### config.mk
export PLATFORM = sky130hd
export DESIGN_NAME = uart_rx_mmio
export DESIGN_NICKNAME = d
export VERILOG_FILES = /design/src/rtl/uart_pkg.sv /design/src/rtl/uart_baud_cnt.sv /design/src/rtl/uart_rx_mmio.sv
export SDC_FILE = /design/constraint.sdc
export NUM_CORES = 1
export LEC_CHECK = 0
export ABC_CLOCK_PERIOD_IN_PS = 3400
export CORE_MARGIN = 3
export CORE_UTILIZATION = 51
export DETAILED_ROUTE_END_ITERATION = 10
export GPL_TIMING_DRIVEN = 0
export PLACE_DENSITY = 0.87
export SKIP_LAST_GASP = 1
export SLEW_MARGIN = 25
export SYNTH_ARGS = -nofsm -noshare
export SYNTH_HDL_FRONTEND = slang
export SYNTH_SLANG_ARGS = --single-unit
### constraint.sdc
create_clock -name clk -period 3.4 [get_ports clk]
set_clock_uncertainty 0.2 [all_clocks]
set_input_delay 0.68 -clock clk [delete_from_list [all_inputs] [get_ports clk]]
set_output_delay 0.68 -clock clk [all_outputs]
set_load 0.01 [all_outputs]
### src/rtl/uart_pkg.sv
// Shared definitions for the memory-mapped UART receiver.
//   state_t    : receive FSM state encoding
//   REG_*      : word offsets of the readable registers
//   VALID etc. : bit positions inside the status register
package uart_pkg;

  typedef enum logic [1:0] {
    IDLE  = 2'd0,
    START = 2'd1,
    DATA  = 2'd2,
    STOP  = 2'd3
  } state_t;

  localparam logic [1:0] REG_DATA   = 2'd0;
  localparam logic [1:0] REG_STATUS = 2'd1;

  localparam int unsigned VALID     = 0;
  localparam int unsigned OVERRUN   = 1;
  localparam int unsigned FRAME_ERR = 2;

endpackage

### src/rtl/uart_baud_cnt.sv
// Bit-period down-counter for the UART receiver.
//   clk   : system clock
//   reset : asynchronous active-low reset (counter cleared to 0)
//   load  : reload the counter this cycle
//   half  : with load, reload for half a bit period instead of a full one
//   tick  : high while the counter has expired (count == 0)
// After a load, tick is seen exactly CLKS_PER_BIT (or CLKS_PER_BIT/2)
// rising edges later, so the consumer acts on that edge.
module uart_baud_cnt #(
  parameter int CLKS_PER_BIT = 434
) (
  input  logic clk,
  input  logic reset,
  input  logic load,
  input  logic half,
  output logic tick
);

  localparam int CW = $clog2(CLKS_PER_BIT);

  logic [CW-1:0] cnt;

  always_ff @(posedge clk or negedge reset) begin
    if (!reset) begin
      cnt <= '0;
    end else if (load) begin
      cnt <= half ? CW'(CLKS_PER_BIT / 2 - 1) : CW'(CLKS_PER_BIT - 1);
    end else if (cnt != '0) begin
      cnt <= cnt - CW'(1);
    end
  end

  assign tick = (cnt == '0);

endmodule

### src/rtl/uart_rx_mmio.sv
// 8N1 UART receiver with a small memory-mapped register file.
//   clk   : system clock
//   reset : asynchronous active-low reset
//   rx    : serial input, idles high, LSB first
//   addr  : register word address (0 data, 1 status, 2-3 read as zero)
//   re    : read strobe; reading data clears valid, reading status
//           clears overrun and frame_err
//   rdata : combinational read data for addr
//   irq   : high while a received byte is waiting (valid)
module uart_rx_mmio
  import uart_pkg::*;
#(
  parameter int CLKS_PER_BIT = 434
) (
  input  logic        clk,
  input  logic        reset,
  input  logic        rx,
  input  logic [1:0]  addr,
  input  logic        re,
  output logic [31:0] rdata,
  output logic        irq
);

  // Two-flop synchronizer; resets to the idle (high) line level so a
  // released reset never looks like a start bit.
  logic rx_s1, rxs;

  always_ff @(posedge clk or negedge reset) begin
    if (!reset) begin
      rx_s1 <= 1'b1;
      rxs   <= 1'b1;
    end else begin
      rx_s1 <= rx;
      rxs   <= rx_s1;
    end
  end

  state_t      state, state_d;
  logic [2:0]  bitcnt, bitcnt_d;
  logic [7:0]  shift, shift_d;
  logic [7:0]  data_reg, data_reg_d;
  logic        valid, valid_d;
  logic        overrun, overrun_d;
  logic        frame_err, frame_err_d;
  logic        bload, bhalf, tick;

  uart_baud_cnt #(
    .CLKS_PER_BIT(CLKS_PER_BIT)
  ) u_baud (
    .clk  (clk),
    .reset(reset),
    .load (bload),
    .half (bhalf),
    .tick (tick)
  );

  logic rd_data, rd_stat, stop_good, stop_bad;

  assign rd_data = re && (addr == REG_DATA);
  assign rd_stat = re && (addr == REG_STATUS);

  always_ff @(posedge clk or negedge reset) begin
    if (!reset) begin
      state     <= IDLE;
      bitcnt    <= '0;
      shift     <= '0;
      data_reg  <= '0;
      valid     <= 1'b0;
      overrun   <= 1'b0;
      frame_err <= 1'b0;
    end else begin
      state     <= state_d;
      bitcnt    <= bitcnt_d;
      shift     <= shift_d;
      data_reg  <= data_reg_d;
      valid     <= valid_d;
      overrun   <= overrun_d;
      frame_err <= frame_err_d;
    end
  end

  always_comb begin
    state_d   = state;
    bitcnt_d  = bitcnt;
    shift_d   = shift;
    bload     = 1'b0;
    bhalf     = 1'b0;
    stop_good = 1'b0;
    stop_bad  = 1'b0;

    unique case (state)
      IDLE: begin
        if (!rxs) begin
          state_d  = START;
          bitcnt_d = '0;
          bload    = 1'b1;
          bhalf    = 1'b1;
        end
      end
      START: begin
        if (tick) begin
          state_d = rxs ? IDLE : DATA;
          bload   = 1'b1;
        end
      end
      DATA: begin
        if (tick) begin
          shift_d  = {rxs, shift[7:1]};
          bitcnt_d = bitcnt + 3'd1;
          bload    = 1'b1;
          if (bitcnt == 3'd7) state_d = STOP;
        end
      end
      STOP: begin
        if (tick) begin
          state_d   = IDLE;
          stop_good = rxs;
          stop_bad  = !rxs;
        end
      end
      default: state_d = IDLE;
    endcase
  end

  // Flag updates: a set on the same edge as a clearing read wins. A data
  // read coinciding with a good stop frees the holding register, so the
  // new byte is loaded rather than counted as an overrun.
  always_comb begin
    data_reg_d  = data_reg;
    valid_d     = valid;
    overrun_d   = overrun;
    frame_err_d = frame_err;

    if (rd_data) valid_d = 1'b0;
    if (rd_stat) begin
      overrun_d   = 1'b0;
      frame_err_d = 1'b0;
    end

    if (stop_good) begin
      if (!valid || rd_data) begin
        data_reg_d = shift;
        valid_d    = 1'b1;
      end else begin
        overrun_d = 1'b1;
      end
    end
    if (stop_bad) frame_err_d = 1'b1;
  end

  always_comb begin
    rdata = '0;
    case (addr)
      REG_DATA:   rdata[7:0] = data_reg;
      REG_STATUS: begin
        rdata[VALID]     = valid;
        rdata[OVERRUN]   = overrun;
        rdata[FRAME_ERR] = frame_err;
      end
      default:    rdata = '0;
    endcase
  end

  assign irq = valid;

endmodule
; ---- Yosys cells after proc, flatten, opt, wreduce, memory -nomap -nowiden
; Index checks and enable logic that the tools add are counted.
[classes]
addsub = 2
n_mux = 31
n_reduce_logical = 17
n_eq_ne = 10
[op_table]
columns = op, n
row1 = 9-bit two-way mux, 3
row2 = 1-bit two-way mux, 15
row3 = 2-bit two-way mux, 6
row4 = 3-bit one-hot mux with 2 select lines, 2
row5 = "2-bit != test, second input constant", 5
row6 = 9-bit logical NOT, 1
row7 = 9-bit nonzero test, 1
row8 = "9-bit by 1-bit subtractor with 9-bit output, second input constant", 1
row9 = 2-bit one-hot mux with 4 select lines, 1
row10 = 3-bit two-way mux, 2
row11 = 2-bit nonzero test, 3
row12 = 5-bit two-way mux, 1
row13 = 5-bit AND reduction, 1
row14 = "2-bit by 1-bit == test with 1-bit output, second input constant", 2
row15 = "2-bit == test, second input constant", 2
row16 = 2-bit logical NOT, 2
row17 = 2-bit AND reduction, 2
row18 = "3-bit by 1-bit adder with 3-bit output, second input constant", 1
row19 = "3-bit == test, second input constant", 1
row20 = 3-bit AND reduction, 1
row21 = 1-bit logical AND, 2
row22 = 1-bit logical NOT, 2
row23 = 1-bit one-hot mux with 2 select lines, 1
row24 = 2-bit OR reduction, 1
row25 = 1-bit logical OR, 1
[totals]
wordCells = 70
ff_bits = 35

; ---- Longest topological paths before layout
[depth]
word_depth = 5
ltp_mapped = 7

; ---- Hierarchy
; A second synthesis with hierarchy kept.
[hier_totals]
cells_unflattened = 187
area_unflattened_um2 = 2003.2
[by_module_without_submodules]
columns = mod, seq_area_each_um2, cells_per_inst, instances, area_each_um2
row1 = uart_rx_mmio, 653.1, 137, 1, 1502.7
row2 = uart_baud_cnt, 225.2, 50, 1, 500.5

; ---- Least setup slack after synthesis
; OpenSTA, ideal clock, no wires.
[synth_timing]
kind = register -> register
from = register u_baud.cnt[0]
to = register data_reg[0]
t_arrival_ns = 2.141
path_stages_with_launch = 8
path_slack_ns = 0.934
n_path_buf = 1
synth_period_minus_slack_ns = 2.466
setup_ns = 0.125
path_cell_list = dfrtp_1 inv_1 ha_1 or4b_1 clkbuf_1 nor4_4 nand4_4 mux2_2
[synth_between]
elab_chain_cells = 4
[synth_lines]
columns = item, line_no
row1 = "start, declared", uart_baud_cnt.sv:21  ; logic [CW-1:0] cnt;
row2 = "start signal, assigned", uart_baud_cnt.sv:27  ; cnt <= half ? CW'(CLKS_PER_BIT / 2 - 1) : CW'(CLKS_PER_BIT - 1);
row3 = "start signal, assigned", uart_baud_cnt.sv:29  ; cnt <= cnt - CW'(1);
row4 = 9-bit logical NOT, uart_baud_cnt.sv:33  ; assign tick = (cnt == '0);
row5 = 1-bit two-way mux, uart_rx_mmio.sv:115  ; if (tick) begin
row6 = 1-bit two-way mux, uart_rx_mmio.sv:91  ; unique case (state)
row7 = 2-bit AND reduction (no line), -
row8 = "end signal, assigned", uart_rx_mmio.sv:75  ; data_reg <= data_reg_d;
row9 = "end, declared", uart_rx_mmio.sv:41  ; logic [7:0] data_reg, data_reg_d;
; Every way passes these cells.
; A chain may end at the register's enable or synchronous reset.

; ---- Worst setup path after layout
[layout_timing]
from = input port addr[1]
to = output port rdata[4]
[layout_between]
elab_chain_cells = 2
[layout_lines]
columns = item, line_no
row1 = "start, declared", uart_rx_mmio.sv:18  ; input logic [1:0] addr,
row2 = 2-bit logical NOT, uart_rx_mmio.sv:153  ; case (addr)
row3 = 5-bit two-way mux, uart_rx_mmio.sv:153
row4 = "end, declared", uart_rx_mmio.sv:20  ; output logic [31:0] rdata,
; Every way passes these cells.

==> metrics <==
iteration-0 DRC count of the detailed router between 100 and 150; Pleak between 0.001 and 0.0015 uW; Final period util between 90% and 100%; dominant synthesized flop cell dfrtp_1; Post-CTS Repair Setup Buffers 0; Die Span X 68.5 um; EDFF count, synth 0; Net count, final 246; clk sink count 35; Internal ~660 uW; Congestion Overflow GR 0; RSZ-0062 raised after global routing no; Num CTS Buffers 5; later-pin clock latency in the skew report 0.29 ns; Peak VDD IR around 300 uV; first-pass GRT wire length slightly above 6000 um; setup violators final 0; Die Footprint ~0.0047 mm2; diodes inserted 0; clk buf depth 2; Synth Register Bits 35; CTS Root Cell clkbuf_8; GPL Wtd Cong between 0.8 and 0.9; layout cells sized above 1 a little over a quarter; Post-Syn Area 0.00199 mm2; std cell rows 22; vias per cell around 5.2; Setup crit end kind primary output; number of global-route vias before repair 1348; antenna violations before repair 0; Place WS between 0.3 and 0.4 ns; Syn Area/Cell between 10 and 15 um2; Reg power frac approximately 49%; outcome finished clean; hold slack between 0.07 and 0.08 ns; area leader, netlist dfrtp_1; routed len/inst between 10 and 15 um; FFs w/ async S/R, synth 100%; largest net degree at the start of global routing 25; router iterations before antenna repair 5; filler instances approximately 310; synth top area cells dfrtp_1, buf_4, mux2_2; core area about 0.0037 mm2; IO buf count 13; DRT antenna net count 0; clock power share between 40% and 50%; DRC viols 0; Area Growth Syn to Fin 20.6%; CP Launch Type input port; Total Neg Setup Slack 0 ns; Die Y just under 70 um; power share of the combinational group approximately 6.6%; Max-cap violations 0; CTS tree yes; Slew HR roughly half; GR Util All Layers 18.1%; switching power 187 uW; crit path kind input port to primary output; total chip power 850 uW; Vias about 1400; commonest non-fill, non-tap cell in the layout dfrtp_1; Switching Fraction approximately 22%; worst-path fanout max 6; PwrDens ~350 mW/mm2; Worst-Margin Slew approximately 0.73 ns; hpwl dp 2860 um; Gate Count Post-Synth 188; Distinct cells, synth between 40 and 50; Routed WL between 3000 and 4000 um; CTS HTree Levels 2; CP arrival around 2.2 ns; HP Class input port to async pin; final worst slack 0.309 ns; Slew Viols, Final 0; fin crit period 3.09 ns; Synth Warn # 0; Core Util, Final between 60% and 70%; I/O pin cnt 39; top-area cell type share of the netlist area between 40 and 50%; initial core utilization between 50 and 60%; Largest register FFs 9; endpoints failing hold 0; most frequent cells in the layout dfrtp_1, buf_4, conb_1; CTS resizes 0; Clock transition at path regs 0.08 ns; sequential share of the synthesized area between 40% and 50%; Worst Path Required 2.52 ns; hold_buf cts 0; f_max 0.324 GHz
==> area by class of cell <==
cell class                 count  area, um2  share of cell area [%]
clock buffer                   5       68.8                    2.86
buffer                        30        206                    8.58
sequential                    35        878                    36.5
multi-input combinational    140        973                    40.5
inverter                       6       22.5                   0.936
tap                           48       60.1                    2.50
timing repair buffer          14        153                    6.34
clock inverter                 3       43.8                    1.82
==> metal layers <==
| layer | up-vias | global-route usage (%) | wire, um |
|---|---|---|---|
| li1 | 702 | - | - |
| met1 | 694 | 22.0 | 1640 |
| met2 | 44 | 29.8 | 1890 |
| met3 | 8 | 5.02 | 207 |
| met4 | 0 | 7.94 | 90 |
| met5 | - | 0 | 0 |
==> kinds of logic after synthesis <==
| family | count (synthesis) | synth area share (%) |
|---|---|---|
| AOI/OAI and AO/OA | 32 | 10.3 |
| xor gates and xnor gates | 4 | 1.76 |
| adders and majority gates | 8 | 5.02 |
| buffers and inverters | 36 | 11.5 |
| DFF | 35 | 44.0 |
| muxes | 19 | 10.5 |
| other | 1 | 0.188 |
| and+or+nand+nor | 53 | 16.7 |
==> synth_stat cells (2+ instances only) <==
cell type  count
nor2b_1        2
dfstp_2        2
o31ai_1        2
and2_1         5
nor4_1         3
dfrtp_1       33
nand4b_1       2
mux2_2        16
nor2_1        12
xnor2_1        3
or3b_2         2
buf_4         24
and3_1         4
nand2b_1       2
ha_1           8
mux2i_1        3
nand2_1        7
clkbuf_1       5
or2_2          2
nand3_1        2
o21ai_0        8
nor4b_1        2
a31oi_1        8
inv_1          6
o211ai_1       2
a21oi_1        5
==> power groups by stage <==
stage	Combinational [uW]	Clock [uW]	Sequential (uW)
6_report	55.7	375	420
5_1_grt	62.7	396	419
4_1_cts	55.2	382	420
3_5_place_dp	55.2	0	428
3_3_place_gp	51.5	0	428
2_1_floorplan	36.9	0	427
==> worst paths after layout <==
path                                      startpoint  cells after the start  slack, ns                       to
min                                            reset                      1       0.07    bitcnt[2]$_DFFE_PN0P_
min in group clk                     rx_s1$_DFF_PN1_                      0       0.16            rxs$_DFF_PN1_
max reg2reg                u_baud.cnt[0]$_DFFE_PN0P_                      7       0.53  data_reg[4]$_DFFE_PN0P_
min reg2reg                          rx_s1$_DFF_PN1_                      0       0.16            rxs$_DFF_PN1_
max                                          addr[1]                      4       0.31                 rdata[4]
max in group asynchronous                      reset                      2       2.43          rx_s1$_DFF_PN1_
==> through the flow <==
stage / cell area (um2) / cells
5_1_grt: 2410 / 281
4_1_cts: 2410 / 281
3_5_place_dp: 2290 / 273
3_3_place_gp: 2270 / 272
2_1_floorplan: 2080 / 211
6_report: 2410 / 281
==> critical path: stages <==
cell             delay [ns]
clkdlybuf4s50_1        0.47
nor2_1                 0.33
and2_1                 0.19
clkdlybuf4s50_1        0.54
Power figures use the tool's default switching activity.
